**config.mk**
```make
export PLATFORM = sky130hd
export DESIGN_NAME = pmp_check_arbiter
export DESIGN_NICKNAME = d
export VERILOG_FILES = /design/src/rtl/pmp_check_arbiter.sv
export SDC_FILE = /design/constraint.sdc
export NUM_CORES = 1
export LEC_CHECK = 0
export BUFFER_PORTS_ARGS = -buffer_cell sky130_fd_sc_hd__buf_2
export CAP_MARGIN = 20
export CORE_ASPECT_RATIO = 1.4
export CORE_MARGIN = 1.5
export CORE_UTILIZATION = 26
export CTS_CLUSTER_SIZE = 10
export DETAILED_ROUTE_END_ITERATION = 8
export PLACE_DENSITY = 0.63
export SKIP_LAST_GASP = 1
export SYNTH_ARGS = -nofsm -noshare
export SYNTH_HDL_FRONTEND = slang
export SYNTH_SLANG_ARGS = --single-unit
```
**constraint.sdc**
```tcl
create_clock -name clk -period 6.7 [get_ports clk]
set_clock_uncertainty 0.1 [all_clocks]
set_input_delay 2.01 -clock clk [delete_from_list [all_inputs] [get_ports clk]]
set_output_delay 2.01 -clock clk [all_outputs]
set_load 0.01 [all_outputs]
```
**src/rtl/pmp_check_arbiter.sv**
```systemverilog
// rtl/pmp_check_arbiter.sv - shares one PMP checker between the I-side and D-side walkers
// One request in flight; a response timeout forces a fault and marks the late result stale.
module pmp_check_arbiter #(
  parameter int ADDR_W  = 56,
  parameter int TIMEOUT = 64
) (
  input  logic              clk,
  input  logic              rst,
  input  logic              r0_valid,
  output logic              r0_ready,
  input  logic [ADDR_W-1:0] r0_addr,
  input  logic [1:0]        r0_acc,
  input  logic [1:0]        r0_priv,
  output logic              r0_rsp_valid,
  output logic              r0_rsp_fault,
  output logic              r0_rsp_timeout,
  input  logic              r0_rsp_ready,
  input  logic              r1_valid,
  output logic              r1_ready,
  input  logic [ADDR_W-1:0] r1_addr,
  input  logic [1:0]        r1_acc,
  input  logic [1:0]        r1_priv,
  output logic              r1_rsp_valid,
  output logic              r1_rsp_fault,
  output logic              r1_rsp_timeout,
  input  logic              r1_rsp_ready,
  output logic              chk_valid,
  input  logic              chk_ready,
  output logic [ADDR_W-1:0] chk_addr,
  output logic [1:0]        chk_acc,
  output logic [1:0]        chk_priv,
  input  logic              chk_rsp_valid,
  input  logic              chk_rsp_fault,
  output logic              busy
);

  localparam int CNT_W = $clog2(TIMEOUT + 1);

  typedef enum logic [1:0] {IDLE, ISSUE, WAIT, RESP} stateT;

  stateT            state, stateNext;
  logic             owner, lastGrant, stale;
  logic             faultQ, timeoutQ;
  logic [CNT_W-1:0] cnt;
  logic             grant0, grant1, rspAccept, expire, rspTaken, discard;

  always_comb begin
    stateNext = state;
    grant0    = 1'b0;
    grant1    = 1'b0;
    rspAccept = 1'b0;
    expire    = 1'b0;
    rspTaken  = 1'b0;
    discard   = chk_rsp_valid && stale;
    case (state)
      IDLE: begin
        // On a tie the requester that did not win last time goes first.
        if (r0_valid && (!r1_valid || lastGrant)) grant0 = 1'b1;
        else if (r1_valid)                         grant1 = 1'b1;
        if (grant0 || grant1) stateNext = ISSUE;
      end
      ISSUE: if (chk_ready) stateNext = WAIT;
      WAIT: begin
        if (chk_rsp_valid && !stale) begin
          rspAccept = 1'b1;
          stateNext = RESP;
        end else if (cnt == CNT_W'(TIMEOUT - 1)) begin
          expire    = 1'b1;
          stateNext = RESP;
        end
      end
      RESP: begin
        rspTaken = owner ? r1_rsp_ready : r0_rsp_ready;
        if (rspTaken) stateNext = IDLE;
      end
      default: stateNext = IDLE;
    endcase
  end

  always_ff @(posedge clk or posedge rst) begin
    if (rst) state <= IDLE;
    else     state <= stateNext;
  end

  always_ff @(posedge clk or posedge rst) begin
    if (rst) begin
      owner     <= 1'b0;
      lastGrant <= 1'b1;
      stale     <= 1'b0;
      faultQ    <= 1'b0;
      timeoutQ  <= 1'b0;
      cnt       <= '0;
      chk_addr  <= '0;
      chk_acc   <= '0;
      chk_priv  <= '0;
    end else begin
      if (grant0 || grant1) begin
        owner    <= grant1;
        chk_addr <= grant1 ? r1_addr : r0_addr;
        chk_acc  <= grant1 ? r1_acc  : r0_acc;
        chk_priv <= grant1 ? r1_priv : r0_priv;
      end
      if (state == ISSUE && chk_ready)
        cnt <= '0;
      else if (state == WAIT && !rspAccept && !(&cnt))
        cnt <= cnt + CNT_W'(1);
      if (rspAccept) begin
        faultQ   <= chk_rsp_fault;
        timeoutQ <= 1'b0;
      end else if (expire) begin
        faultQ   <= 1'b1;
        timeoutQ <= 1'b1;
      end
      // A fresh expiry outranks consuming the previous stale pulse.
      if (expire)       stale <= 1'b1;
      else if (discard) stale <= 1'b0;
      if (state == RESP && rspTaken) lastGrant <= owner;
    end
  end

  assign r0_ready       = grant0 && !rst;
  assign r1_ready       = grant1 && !rst;
  assign chk_valid      = (state == ISSUE);
  assign busy           = (state != IDLE);
  assign r0_rsp_valid   = (state == RESP) && !owner;
  assign r1_rsp_valid   = (state == RESP) && owner;
  assign r0_rsp_fault   = r0_rsp_valid && faultQ;
  assign r1_rsp_fault   = r1_rsp_valid && faultQ;
  assign r0_rsp_timeout = r0_rsp_valid && timeoutQ;
  assign r1_rsp_timeout = r1_rsp_valid && timeoutQ;

endmodule

```
==> impl_results.rst <==
.. list-table::
   :header-rows: 1

   * - Metric
     - Value
   * - Outcome
     - finished clean
   * - Number of nets produced by synthesis
     - 489
   * - Detailed-router iteration count before antenna repair
     - 4
   * - Cell at the root of the clock tree
     - clkbuf_16
   * - Worst relative slew slack
     - 37.77%
   * - Maximum clock insertion buffer count
     - 2
   * - Number of nets with antenna violations after detailed routing
     - 0
   * - Worst Hold Class
     - reg -> reg
   * - Placed wire-length estimate after detailed placement
     - 6811 um
   * - Avg Synthesized Cell Area
     - 9.583 um2
   * - Reported max-cap violation count
     - 0
   * - Count of endpoints failing setup in the final report
     - 0
   * - Power density relative to cell area
     - 430.4 nW/um2
   * - Part of the total power dissipated in the clock network
     - 22.8%
   * - Rows
     - 49
   * - Part of the Yosys area used for sequential elements
     - 54.47%
   * - Leak pwr
     - 2.463 nW
   * - Critical path launch point type
     - primary input
   * - Top achievable clock speed
     - 210.5 MHz
   * - Via count
     - 3291
   * - Fin crit period
     - 4750 ps
   * - Most common library cell in the layout ignoring fill and taps
     - buf_2
   * - Slowest cell on the critical path
     - a21bo_2
   * - Hold path depth
     - 2
   * - Initial antenna violation count
     - 1
   * - Area of the placeable core
     - 12810 um2
   * - Worst-path clk slew
     - 60 ps
   * - Max-slew violation total from the final report
     - 0
   * - Cells after synthesis
     - 355
   * - Port bufs
     - 198
   * - Switch Pwr
     - 784.7 uW
   * - Total GRT Usage
     - 13.63%
   * - R2r setup slk
     - 4350 ps
   * - Kind of end point of the critical path
     - output pin
   * - Start of the worst register-to-register path
     - state[0]
   * - Internal power
     - 1.276 mW
   * - Cells along the critical path
     - buf_2 > a21bo_2 > nor3_1 > buf_2
   * - Final Hold Fails
     - 0
   * - Critical hold path startpoint
     - chk_addr[0]
   * - Most frequent cells in the layout
     - buf_2, dfrtp_1, nand2_1, o22ai_1, o21ai_1
   * - Fraction of layout instances using a drive strength above 1
     - 41.39%
   * - Drt via density
     - 4.701
   * - Number of DRC markers in iteration 0
     - 82
   * - CP Data Required Time
     - 4590 ps
   * - Post-Synthesis Cell Area
     - 3402 um2
   * - Post-CTS resize count
     - 0
   * - Average wire length per cell after detail routing
     - 13.29 um
   * - Routed Wire Length
     - 9306 um
   * - Wire length of the first global-routing pass
     - 15050 um
   * - Global placer's final weighted congestion
     - 0.7814
   * - Delay contributed by the slowest stage of the critical path
     - 240 ps
   * - Setup total negative slack
     - 0 ps
   * - Reg-to-reg critical path endpoint
     - chk_addr[5]
   * - Endpoint with the worst hold slack
     - chk_addr[0]
   * - DIE AREA
     - 13790 um2
   * - Sink count of the clock tree
     - 74
   * - Depth of the CTS H-tree
     - 3
   * - Starting density of the core
     - 26.55%
   * - Number of buffers added to fix hold violations after cts
     - 0
   * - Pin count of the biggest net entering global routing
     - 75
   * - Post-CTS setup buffer count
     - 0
   * - Net total in the final layout
     - 675
   * - Buffers & Inverters on Critical Path
     - 2
   * - Number of global-route vias before repair
     - 3296
   * - Warnings from Yosys
     - 0
   * - Clock latency of the later-clocked register in the worst-skew pair
     - 330 ps
   * - CTS tree
     - yes
   * - Worst slack after detailed placement
     - 1953 ps
   * - # IOs
     - 199
   * - Minimum setup slack in the final design
     - 1950 ps
   * - Max VDD drop
     - 0.1827 mV
   * - Area added between synthesis and finish
     - 40.75%
   * - Y dimension of the die
     - 138.3 um
   * - Most frequent CP cell
     - buf_2
   * - Unique masters post-synth
     - 38
   * - Number of buffers added by the clock tree synthesis step
     - 9
   * - Depth of the worst register-to-register path
     - 6
   * - Combinational share of power
     - 40.8%
   * - Grt ovf
     - 0
   * - Final cycle utilization of the critical path
     - 70.90%
   * - Proportion of power drawn by flip-flops and latches
     - 36.4%
   * - Arr. time, crit path
     - 2640 ps
   * - Family with the most delay on the worst path
     - buffers and inverters
   * - Unrepaired setup endpoints after global routing
     - false
   * - Synth Register Bits
     - 74
   * - Post-route worst hold slack
     - 376.3 ps
   * - Transition at the pin with the smallest max-transition slack
     - 933.4 ps
   * - Number of remaining DRC errors
     - 0
   * - Horizontal die dimension
     - 99.68 um
   * - Critical path start-end classification
     - in -> out
   * - Proportion of total power due to net switching
     - 38.08%
   * - Critical path fanouts, max
     - 4
## power by group through the flow
stage | registers [mW] | clock network, mW | logic, mW
finish | 0.750 | 0.471 | 0.840
global route | 0.775 | 0.510 | 0.954
CTS | 0.753 | 0.492 | 0.848
detailed placement | 0.759 | 0 | 0.848
global placement | 0.750 | 0 | 0.824
floorplan | 0.823 | 0 | 0.468
## cell families after synthesis
| family | Yosys count | synth area share (%) |
|---|---|---|
| compound gates | 143 | 24.38 |
| xor+xnor | 1 | 0.2575 |
| fa+ha+maj | 5 | 1.839 |
| buf+inv | 36 | 5.517 |
| flops | 74 | 54.47 |
| mux | 4 | 1.324 |
| simple gates | 92 | 12.21 |
## per-stage QoR
| stage | total power [mW] | utilization [%] | area [um2] | cells |
|---|---|---|---|---|
| CTS | 2.093 | 37.19 | 4766 | 698 |
| floorplan | 1.291 | - | 3402 | 355 |
| global placement | 1.574 | 34.88 | 4469 | 682 |
| finish | 2.061 | 37.37 | 4788 | 700 |
| detailed placement | 1.607 | 34.88 | 4469 | 682 |
| global route | 2.240 | 37.35 | 4786 | 699 |
## layout make-up
| type | count | area (um2) |
|---|---|---|
| fill | 1275 | 8025 |
| antenna | 1 | 2.502 |
| clock buffer | 10 | 229.0 |
| clock inverter | 6 | 67.56 |
| timing repair buffer | 203 | 1041 |
| sequential | 74 | 1853 |
| multi-input combinational | 245 | 1373 |
| tap | 153 | 191.4 |
| inverter | 8 | 31.28 |
## per-layer routing
| layer | vias up | track usage (%) | wire, um |
|---|---|---|---|
| met3 | 11 | 3.994 | 565 |
| met1 | 1505 | 15.04 | 3756 |
| met4 | 0 | 5.560 | 137 |
| li1 | 1658 | - | - |
| met2 | 117 | 24.13 | 4847 |
| met5 | - | 0 | 0 |
## worst max-delay path by stage
| stage | start | to | cells after the start |
|---|---|---|---|
| after floorplan | rst | r0_ready | 2 |
| after global placement | r1_valid | r1_ready | 4 |
| after detailed placement | r1_valid | r1_ready | 4 |
| after CTS | r1_valid | r1_ready | 4 |
| after global routing | r1_valid | r1_ready | 4 |
| final | r1_valid | r1_ready | 4 |
## cell usage after synthesis
cell type,instances,area [um2]
nand4_1,1,6.260
buf_4,1,7.510
and4_1,1,8.760
and2_1,4,25.02
buf_2,3,15.01
nand2_1,66,247.7
ha_1,5,62.56
nor3_1,1,5.000
nor2_8,1,20.02
o22ai_1,60,375.4
clkbuf_1,11,41.29
or3_1,4,25.02
buf_6,6,67.56
buf_1,7,26.28
mux2i_1,3,30.03
nand3_1,2,10.01
nor3b_2,1,12.51
o22a_1,1,8.760
a222oi_1,1,10.01
and2b_1,1,7.510
and3_1,2,12.51
o21ai_1,60,300.3
nand2b_1,1,6.260
a21bo_2,1,10.01
nor2b_1,1,6.260
dfstp_2,1,26.28
a21oi_1,8,40.04
mux2_4,1,15.01
a2bb2oi_1,1,8.760
inv_1,8,30.03
o21ai_0,6,30.03
o2111a_1,1,11.26
xor2_1,1,8.760
o21a_1,1,7.510
nor2_1,6,22.52
o211ai_2,1,12.51
a21o_1,2,15.01
dfrtp_1,73,1827
## tightest hold or removal path, delay by kind of cell (launching register included)
kind | cells | cell delay (ps)
and+or+nand+nor | 1 | 50
AOI/OAI and AO/OA | 1 | 60
DFF | 1 | 330
## state kept, by name (all words and copies together), names as in the netlist
name,flops
state,2
cnt,7
faultQ,1
stale,1
timeoutQ,1
chk_acc,2
chk_addr,56
lastGrant,1
chk_priv,2
owner,1
(Power assumes the default switching activity.)
